==> src/rtl/rv_pkg.sv <==
`default_nettype none
// ============================================================================
//  Module      : rv_pkg
//  Description : Shared core definitions: data width, register address width
//                and the CLEAR/RUN controller state encoding reused by the
//                multi-cycle controllers of the core.
//  Revision    : 1.0  initial release
// ============================================================================
package rv_pkg;

    localparam int XLEN   = 32;
    localparam int REG_AW = 5;

    typedef enum logic [0:0] {
        ST_CLEAR = 1'b0,
        ST_RUN   = 1'b1
    } ctrl_state_t;

endpackage
`default_nettype wire

==> src/rtl/reg_port_ctrl_starve_cnt.sv <==
`default_nettype none
// ============================================================================
//  Module      : starve_cnt
//  Description : Saturating counter of blocked requester cycles. Produces a
//                single-cycle limit-reached pulse on the increment that
//                reaches LIMIT and returns to zero on that same edge.
//  Ports       : clk    - clock
//                rst    - asynchronous active-high reset
//                i_inc  - count this cycle
//                i_clr  - return count to zero
//                o_hit  - this increment reaches LIMIT (combinational)
//  Revision    : 1.0  initial release
// ============================================================================
module starve_cnt #(
    parameter int LIMIT = 4,
    parameter int CW    = 4
) (
    input  logic clk,
    input  logic rst,
    input  logic i_inc,
    input  logic i_clr,
    output logic o_hit
);

    localparam logic [CW-1:0] c_limit_m1 = CW'(LIMIT - 1);

    logic [CW-1:0] r_cnt;
    logic          w_hit;

    // The increment that would make the count equal LIMIT is the hit, so the
    // counter itself never has to hold the value LIMIT.
    assign w_hit = i_inc && (r_cnt >= c_limit_m1);
    assign o_hit = w_hit;

    always_ff @(posedge clk or posedge rst) begin
        if (rst) begin
            r_cnt <= '0;
        end else if (i_clr || w_hit) begin
            r_cnt <= '0;
        end else if (i_inc && (r_cnt != '1)) begin
            r_cnt <= r_cnt + 1'b1;
        end
    end

endmodule
`default_nettype wire

==> src/rtl/reg_port_ctrl.sv <==
`default_nettype none
// ============================================================================
//  Module      : reg_port_ctrl
//  Description : Owner of the register-file write port. Zeroes x1..x31 after
//                reset or on clr_req, then arbitrates the port between the
//                core writeback (priority) and a valid/ready debug requester.
//                A starvation counter forces a one-cycle core stall so the
//                debug requester always gets through.
//  Ports       : clk, rst                   - clock, async active-high reset
//                core_we/core_rd/core_wdata - core writeback request
//                dbg_valid/dbg_rd/dbg_wdata - debug write request
//                dbg_ready                  - debug transfer accepted
//                clr_req                    - register-file clear pulse
//                RegWrite/Rd/Write_data     - reg_file write port
//                core_stall                 - core must hold off writes
//                init_done                  - clear sequence complete
//                drop_err                   - sticky: a core write was lost
//  Revision    : 1.0  initial release
// ============================================================================
module reg_port_ctrl
    import rv_pkg::*;
#(
    parameter int XLEN         = rv_pkg::XLEN,
    parameter int STARVE_LIMIT = 4
) (
    input  logic            clk,
    input  logic            rst,
    input  logic            core_we,
    input  logic [4:0]      core_rd,
    input  logic [XLEN-1:0] core_wdata,
    input  logic            dbg_valid,
    input  logic [4:0]      dbg_rd,
    input  logic [XLEN-1:0] dbg_wdata,
    output logic            dbg_ready,
    input  logic            clr_req,
    output logic            RegWrite,
    output logic [4:0]      Rd,
    output logic [XLEN-1:0] Write_data,
    output logic            core_stall,
    output logic            init_done,
    output logic            drop_err
);

    localparam logic [4:0] c_last_idx = 5'd31;

    ctrl_state_t     r_state;
    logic [4:0]      r_clr_idx;
    logic            r_stall_q;
    logic            r_core_stall;
    logic            r_init_done;
    logic            r_drop_err;

    logic            w_in_run;
    logic            w_core_own;
    logic            w_dbg_rdy;
    logic            w_dbg_own;
    logic [4:0]      w_sel_rd;
    logic [XLEN-1:0] w_sel_data;
    logic            w_next_clear;
    logic            w_blocked;
    logic            w_cnt_clr;
    logic            w_hit;
    logic            w_stall_next;
    logic            w_drop;

    // ------------------------------------------------------------------
    // Arbitration. dbg_ready is a function of state and core_we only, so
    // it never depends on dbg_valid.
    // ------------------------------------------------------------------
    assign w_in_run   = (r_state == ST_RUN);
    assign w_core_own = w_in_run && !r_stall_q && core_we;
    assign w_dbg_rdy  = w_in_run && (r_stall_q || !core_we);
    assign w_dbg_own  = w_dbg_rdy && dbg_valid;
    assign w_sel_rd   = w_core_own ? core_rd    : dbg_rd;
    assign w_sel_data = w_core_own ? core_wdata : dbg_wdata;

    // clr_req only matters in RUN; in CLEAR we leave after writing x31.
    assign w_next_clear = w_in_run ? clr_req : (r_clr_idx != c_last_idx);

    // A core write is lost whenever the port is not the core's to take.
    assign w_drop = core_we && (!w_in_run || r_stall_q);

    // ------------------------------------------------------------------
    // Starvation tracking
    // ------------------------------------------------------------------
    assign w_blocked = w_in_run && dbg_valid && !w_dbg_rdy;
    assign w_cnt_clr = w_dbg_own || !w_in_run || clr_req;

    starve_cnt #(
        .LIMIT (STARVE_LIMIT),
        .CW    (4)
    ) u_starve_cnt (
        .clk   (clk),
        .rst   (rst),
        .i_inc (w_blocked),
        .i_clr (w_cnt_clr),
        .o_hit (w_hit)
    );

    // A forced stall is pointless if a clear is about to start.
    assign w_stall_next = w_hit && !w_next_clear;

    // ------------------------------------------------------------------
    // Write port: combinational from registered state and current inputs;
    // held quiet while reset is asserted.
    // ------------------------------------------------------------------
    always_comb begin
        RegWrite   = 1'b0;
        Rd         = '0;
        Write_data = '0;
        dbg_ready  = 1'b0;
        if (!rst) begin
            if (!w_in_run) begin
                RegWrite = 1'b1;
                Rd       = r_clr_idx;
            end else begin
                dbg_ready  = w_dbg_rdy;
                Rd         = w_sel_rd;
                Write_data = w_sel_data;
                RegWrite   = (w_core_own || w_dbg_own) && (w_sel_rd != '0);
            end
        end
    end

    // ------------------------------------------------------------------
    // Controller state and registered status outputs
    // ------------------------------------------------------------------
    always_ff @(posedge clk or posedge rst) begin
        if (rst) begin
            r_state      <= ST_CLEAR;
            r_clr_idx    <= 5'd1;
            r_stall_q    <= 1'b0;
            r_core_stall <= 1'b1;
            r_init_done  <= 1'b0;
            r_drop_err   <= 1'b0;
        end else begin
            r_state      <= w_next_clear ? ST_CLEAR : ST_RUN;
            // Index advances only while a clear continues; every other
            // path re-arms it at x1 for the next clear.
            r_clr_idx    <= (!w_in_run && w_next_clear) ? r_clr_idx + 1'b1 : 5'd1;
            r_stall_q    <= w_stall_next;
            r_core_stall <= w_next_clear || w_stall_next;
            r_init_done  <= !w_next_clear;
            r_drop_err   <= r_drop_err || w_drop;
        end
    end

    assign core_stall = r_core_stall;
    assign init_done  = r_init_done;
    assign drop_err   = r_drop_err;

endmodule
`default_nettype wire

==> config.mk <==
export PLATFORM = sky130hd
export DESIGN_NAME = reg_port_ctrl
export DESIGN_NICKNAME = d
export VERILOG_FILES = /design/src/rtl/rv_pkg.sv /design/src/rtl/reg_port_ctrl_starve_cnt.sv /design/src/rtl/reg_port_ctrl.sv
export SDC_FILE = /design/constraint.sdc
export NUM_CORES = 1
export LEC_CHECK = 0
export CAP_MARGIN = 25
export CORE_AREA = 2 2 47 49
export CTS_BUF_LIST = sky130_fd_sc_hd__clkbuf_4 sky130_fd_sc_hd__clkbuf_8
export CTS_CLUSTER_DIAMETER = 50
export DETAILED_ROUTE_END_ITERATION = 7
export DIE_AREA = 0 0 49 51
export DONT_BUFFER_PORTS = 1
export PLACE_DENSITY = 0.85
export SLEW_MARGIN = 5
export SYNTH_ARGS = -nofsm -noshare
export SYNTH_HDL_FRONTEND = slang
export SYNTH_HIERARCHICAL = 1
export SYNTH_SLANG_ARGS = --single-unit
==> constraint.sdc <==
create_clock -name clk -period 3.3 [get_ports clk]
set_input_delay 0.825 -clock clk [delete_from_list [all_inputs] [get_ports clk]]
set_output_delay 0.825 -clock clk [all_outputs]
set_load 0.05 [all_outputs]
# [After elaboration in Yosys (flattened, before gate mapping)]
# Cells that the tools add are included.
[classes] add_sub_neg=2 n_lt_le_gt_ge=1 eq_ne=2 n_mux=15 reduce_logical=27
[ops] cell="32-bit 2-to-1 mux" count=3
[ops] cell="5-bit 2-to-1 mux" count=4
[ops] cell="1-bit logical AND" count=12
[ops] cell="1-bit logical OR" count=8
[ops] cell="4-bit 2-to-1 mux" count=2
[ops] cell="1-bit 2-to-1 mux" count=6
[ops] cell="5-bit by 1-bit adder with 5-bit output (second input constant)" count=1
[ops] cell="1-bit logical NOT" count=5
[ops] cell="5-bit != test (second input constant)" count=1
[ops] cell="5-bit nonzero test" count=1
[ops] cell="4-bit by 1-bit adder with 4-bit output (second input constant)" count=1
[ops] cell="4-bit by 2-bit >= comparator with 1-bit output (second input constant)" count=1
[ops] cell="4-bit != test (second input constant)" count=1
[ops] cell="2-bit nonzero test" count=1
[totals] reg_bits=14 in_bits=79 out_inout_bits=42 wordCells=54

# [Logic depth before layout (Yosys ltp)]
[logic_depth] ltp_word=8 depth_mapped=6 ltp_nobuf=6

# [Modules after synthesis]
# The synthesis kept the hierarchy.
[modules_own_cells] mod="reg_port_ctrl" instances=1 cells_each=170 area_each_um2=1013.5 seq_area_each_um2=227.7
[modules_own_cells] mod="starve_cnt" instances=1 cells_each=18 area_each_um2=203.9 seq_area_each_um2=100.1

# [Worst setup path after synthesis]
# Ideal clock, no wire load.
[synth_path] path_type="input to output" from="in core_we" to="out Rd[0]" arrival_time_ns=2.497 t_required_ns=2.475 path_slack_ns=-0.022 stages=4 n_path_buf=1 path_cell_list="and3b_1 -> buf_4 -> nand2_1 -> a311oi_1"
[synth_via] elab_chain_cells=4
[synth_lines] element="from (decl)" line_no="reg_port_ctrl.sv:28" rtl="input logic core_we,"
[synth_lines] element="1-bit logical AND" line_no="reg_port_ctrl.sv:71" rtl="assign w_core_own = w_in_run && !r_stall_q && core_we;"
[synth_lines] element="5-bit 2-to-1 mux" line_no="reg_port_ctrl.sv:74" rtl="assign w_sel_rd = w_core_own ? core_rd : dbg_rd;"
[synth_lines] element="5-bit 2-to-1 mux" line_no="reg_port_ctrl.sv:113" rtl="if (!w_in_run) begin"
[synth_lines] element="5-bit 2-to-1 mux" line_no="reg_port_ctrl.sv:112" rtl="if (!rst) begin"
[synth_lines] element="to (decl)" line_no="reg_port_ctrl.sv:37" rtl="output logic [4:0] Rd,"
# Every way passes these cells.

==> results.json <==
{
  "place_inst": 249,
  "fin_nets": 308,
  "drt-pass1-iter-count": 6,
  "clockBufferDepth": 2,
  "vias": 1492,
  "grt_pass1_vias": 1251,
  "clk_pin_slew_ns": 0.08,
  "cts_num_sinks": 13,
  "synth.distinct_cells": 29,
  "cts_tree": "built",
  "wire_per_inst_um": 15.5,
  "post_cts.repair.setup_buffers": 0,
  "gp_congestion": 0.811,
  "ys_seq_area_share_pct": 26.9,
  "synth_top_area_share_pct": 23.7,
  "syn-num-nets": 270,
  "setup.worst_path.start_class": "flop",
  "dieHeight_um": 51,
  "drv_slew": 0,
  "clk_latency_ns": 0.28,
  "ant_nets": 0,
  "drive_gt1_share_pct": 26.7,
  "fp.dieW_um": 49,
  "setup_tns_ns": 0,
  "nFillCells": 130,
  "drt-vias-per-instance": 5.90,
  "r2r_start": "init_done",
  "cp.arrival_ns": 2.00,
  "fmax_ghz": 0.354,
  "status": "finished, final reports clean",
  "fin_crit_sh_pct": 85.7,
  "path_max_fanout": 19,
  "final_hold_viol_count": 0,
  "grt_pass1_wl_um": 5730,
  "drv_cap": 0,
  "drt-initial-drc-count": 39,
  "synth_area_leader_cell": "nand2_1",
  "route.detailed.drc": 0,
  "post_cts_resized": 0,
  "powerDensity_mw_per_mm2": 532,
  "overflow": 0,
  "cts_buffers": 3,
  "rsz0062_at_grt": "no",
  "setup_viol": 0,
  "antenna_found_initial": 0,
  "holdBufCountCts": 0,
  "io_pins": 121,
  "path_class": "reg2out",
  "regArea_um2": 328,
  "grt_usage_pct": 30.0,
  "synthTopCellsByArea": "nand2_1 (24%), dfrtp_1 (23%), a21oi_1 (14%)",
  "finalCoreUtilization_pct": 77.1,
  "post-route-min-period_ns": 2.83,
  "antenna_cells": 0,
  "syn_inst": 188,
  "crit_required_ns": 2.47,
  "max-slew-margin-rel_pct": 65.2,
  "instances_no_fill": 253,
  "endpoint_kind": "output port",
  "synth_warnings": 6,
  "syn_area_mm2": 0.00122,
  "clock_skew_ns": 0.00665,
  "setup.worst_path.start": "init_done",
  "hp-class": "in2async",
  "htree_num_levels": 1,
  "multi_input_area_um2": 842,
  "leakage_nw": 0.762,
  "dieArea_mm2": 0.00250,
  "grt_max_degree": 27,
  "wl_um": 3910,
  "io_buffers": 0,
  "dp_hpwl_um": 3140,
  "fp-row-count": 17,
  "area_delta_synth_final_pct": 30.7,
  "start_util_pct": 59.0,
  "worst_pin_slew_ns": 0.524,
  "core-area_mm2": 0.00206,
  "cts_root_buf": "clkbuf_4",
  "peakVddDrop_mv": 0.549,
  "ys_seq_elements": 13,
  "power.total_mw": 0.847,
  "avgSynthCellArea_um2": 6.48
}
==> cell usage in the layout (no fill, tap or decap) <==
| master | n |
|---|---|
| nand2_1 | 77 |
| buf_4 | 46 |
| a21oi_1 | 33 |
| dfrtp_1 | 11 |
| a311oi_2 | 7 |
| nor2_1 | 6 |
| nand2b_1 | 5 |
| and2_1 | 4 |
| clkbuf_4 | 4 |
| inv_1 | 3 |
| nand3_1 | 3 |
| nor3_1 | 3 |
| nand3b_1 | 3 |
| ha_1 | 3 |
| and3_1 | 2 |
| or4_1 | 2 |
| dfstp_2 | 2 |
| nor3b_1 | 2 |
| mux2i_1 | 1 |
| xor2_1 | 1 |
| xnor2_1 | 1 |
| and3b_1 | 1 |
| a21o_1 | 1 |
| o21ai_0 | 1 |
| nand4_1 | 1 |
| nor3_2 | 1 |
| nor2b_1 | 1 |
==> kinds of logic (layout without fill, tap and decap cells) <==
logic type | after synthesis | after routing | synth area share (%)
flops | 13 | 13 | 26.9
fa+ha+maj | 3 | 3 | 3.08
compound gates | 42 | 42 | 20.1
mux | 1 | 1 | 0.822
buf+inv | 16 | 53 | 6.99
simple gates | 111 | 111 | 40.6
xor+xnor | 2 | 2 | 1.44
==> cell type report <==
cell class / instances / share of cell area (%)
well taps: 28 / 2.20
flip-flops and latches: 13 / 20.6
clock buffers: 4 / 1.89
multi-input cells: 159 / 52.9
inverters: 3 / 0.708
repair buffers: 46 / 21.7
==> stage by stage <==
step                setup WS, ns  area (µm²)  hold slack [ns]
finish                     0.471        1590            0.308
global route               0.392        1590            0.309
CTS                        0.488        1590            0.296
detailed placement         0.603        1560            0.458
global placement           0.602        1560            0.449
floorplan                  0.110        1250            0.438
==> synthesized netlist by cell type (all sizes together) <==
| master | instances |
|---|---|
| a21o | 1 |
| a21oi | 33 |
| a311oi | 7 |
| and2 | 4 |
| and3 | 2 |
| and3b | 1 |
| buf | 12 |
| clkbuf | 1 |
| dfrtp | 11 |
| dfstp | 2 |
| ha | 3 |
| inv | 3 |
| mux2i | 1 |
| nand2 | 77 |
| nand2b | 5 |
| nand3 | 3 |
| nand3b | 3 |
| nand4 | 1 |
| nor2 | 6 |
| nor2b | 1 |
| nor3 | 4 |
| nor3b | 2 |
| o21ai | 1 |
| or4 | 2 |
| xnor2 | 1 |
| xor2 | 1 |
==> path summary, 6_finish.rpt <==
kind	to	slack (ns)	depth (start not counted)
worst max register to register	r_stall_q	1.50	6
min in group clk	r_clr_idx[0]	0.48	1
worst min-delay path	u_starve_cnt/r_cnt[1]	0.31	1
worst min register to register	r_clr_idx[0]	0.48	1
max in group asynchronous	r_clr_idx[0]	2.65	2
worst max-delay path	Rd[1]	0.47	6
==> state kept, by name, summed over array words and instances, names as in the netlist <==
| register | cells |
|---|---|
| drop_err | 1 |
| r_stall_q | 1 |
| core_stall | 1 |
| u_starve_cnt/r_cnt | 4 |
| init_done | 1 |
| r_clr_idx | 5 |
==> report_power, final <==
part / leakage, nW / internal, mW / total [mW] / switching (mW)
sequential: 0.162 / 0.204 / 0.250 / 0.0459
combinational: 0.582 / 0.162 / 0.492 / 0.330
clock: 0.0184 / 0.0551 / 0.105 / 0.0495
total: 0.762 / 0.422 / 0.847 / 0.425
==> critical path, cell delays in order, from the launching register on <==
cell and delay [ns]:
dfrtp_1 0.36, buf_4 0.24, and3b_1 0.23, buf_4 0.23, nand2_1 0.10, a311oi_2 0.31, buf_4 0.26
==> per-layer routing <==
| layer | share of wire (%) | GRT usage, % | vias up |
|---|---|---|---|
| met5 | 0 | 0 | - |
| met3 | 8.8 | 9.06 | 18 |
| met1 | 37 | 32.8 | 682 |
| met2 | 52 | 51.8 | 89 |
| met4 | 2.5 | 17.1 | 0 |
| li1 | - | - | 703 |
Power figures use the tool's default switching activity.
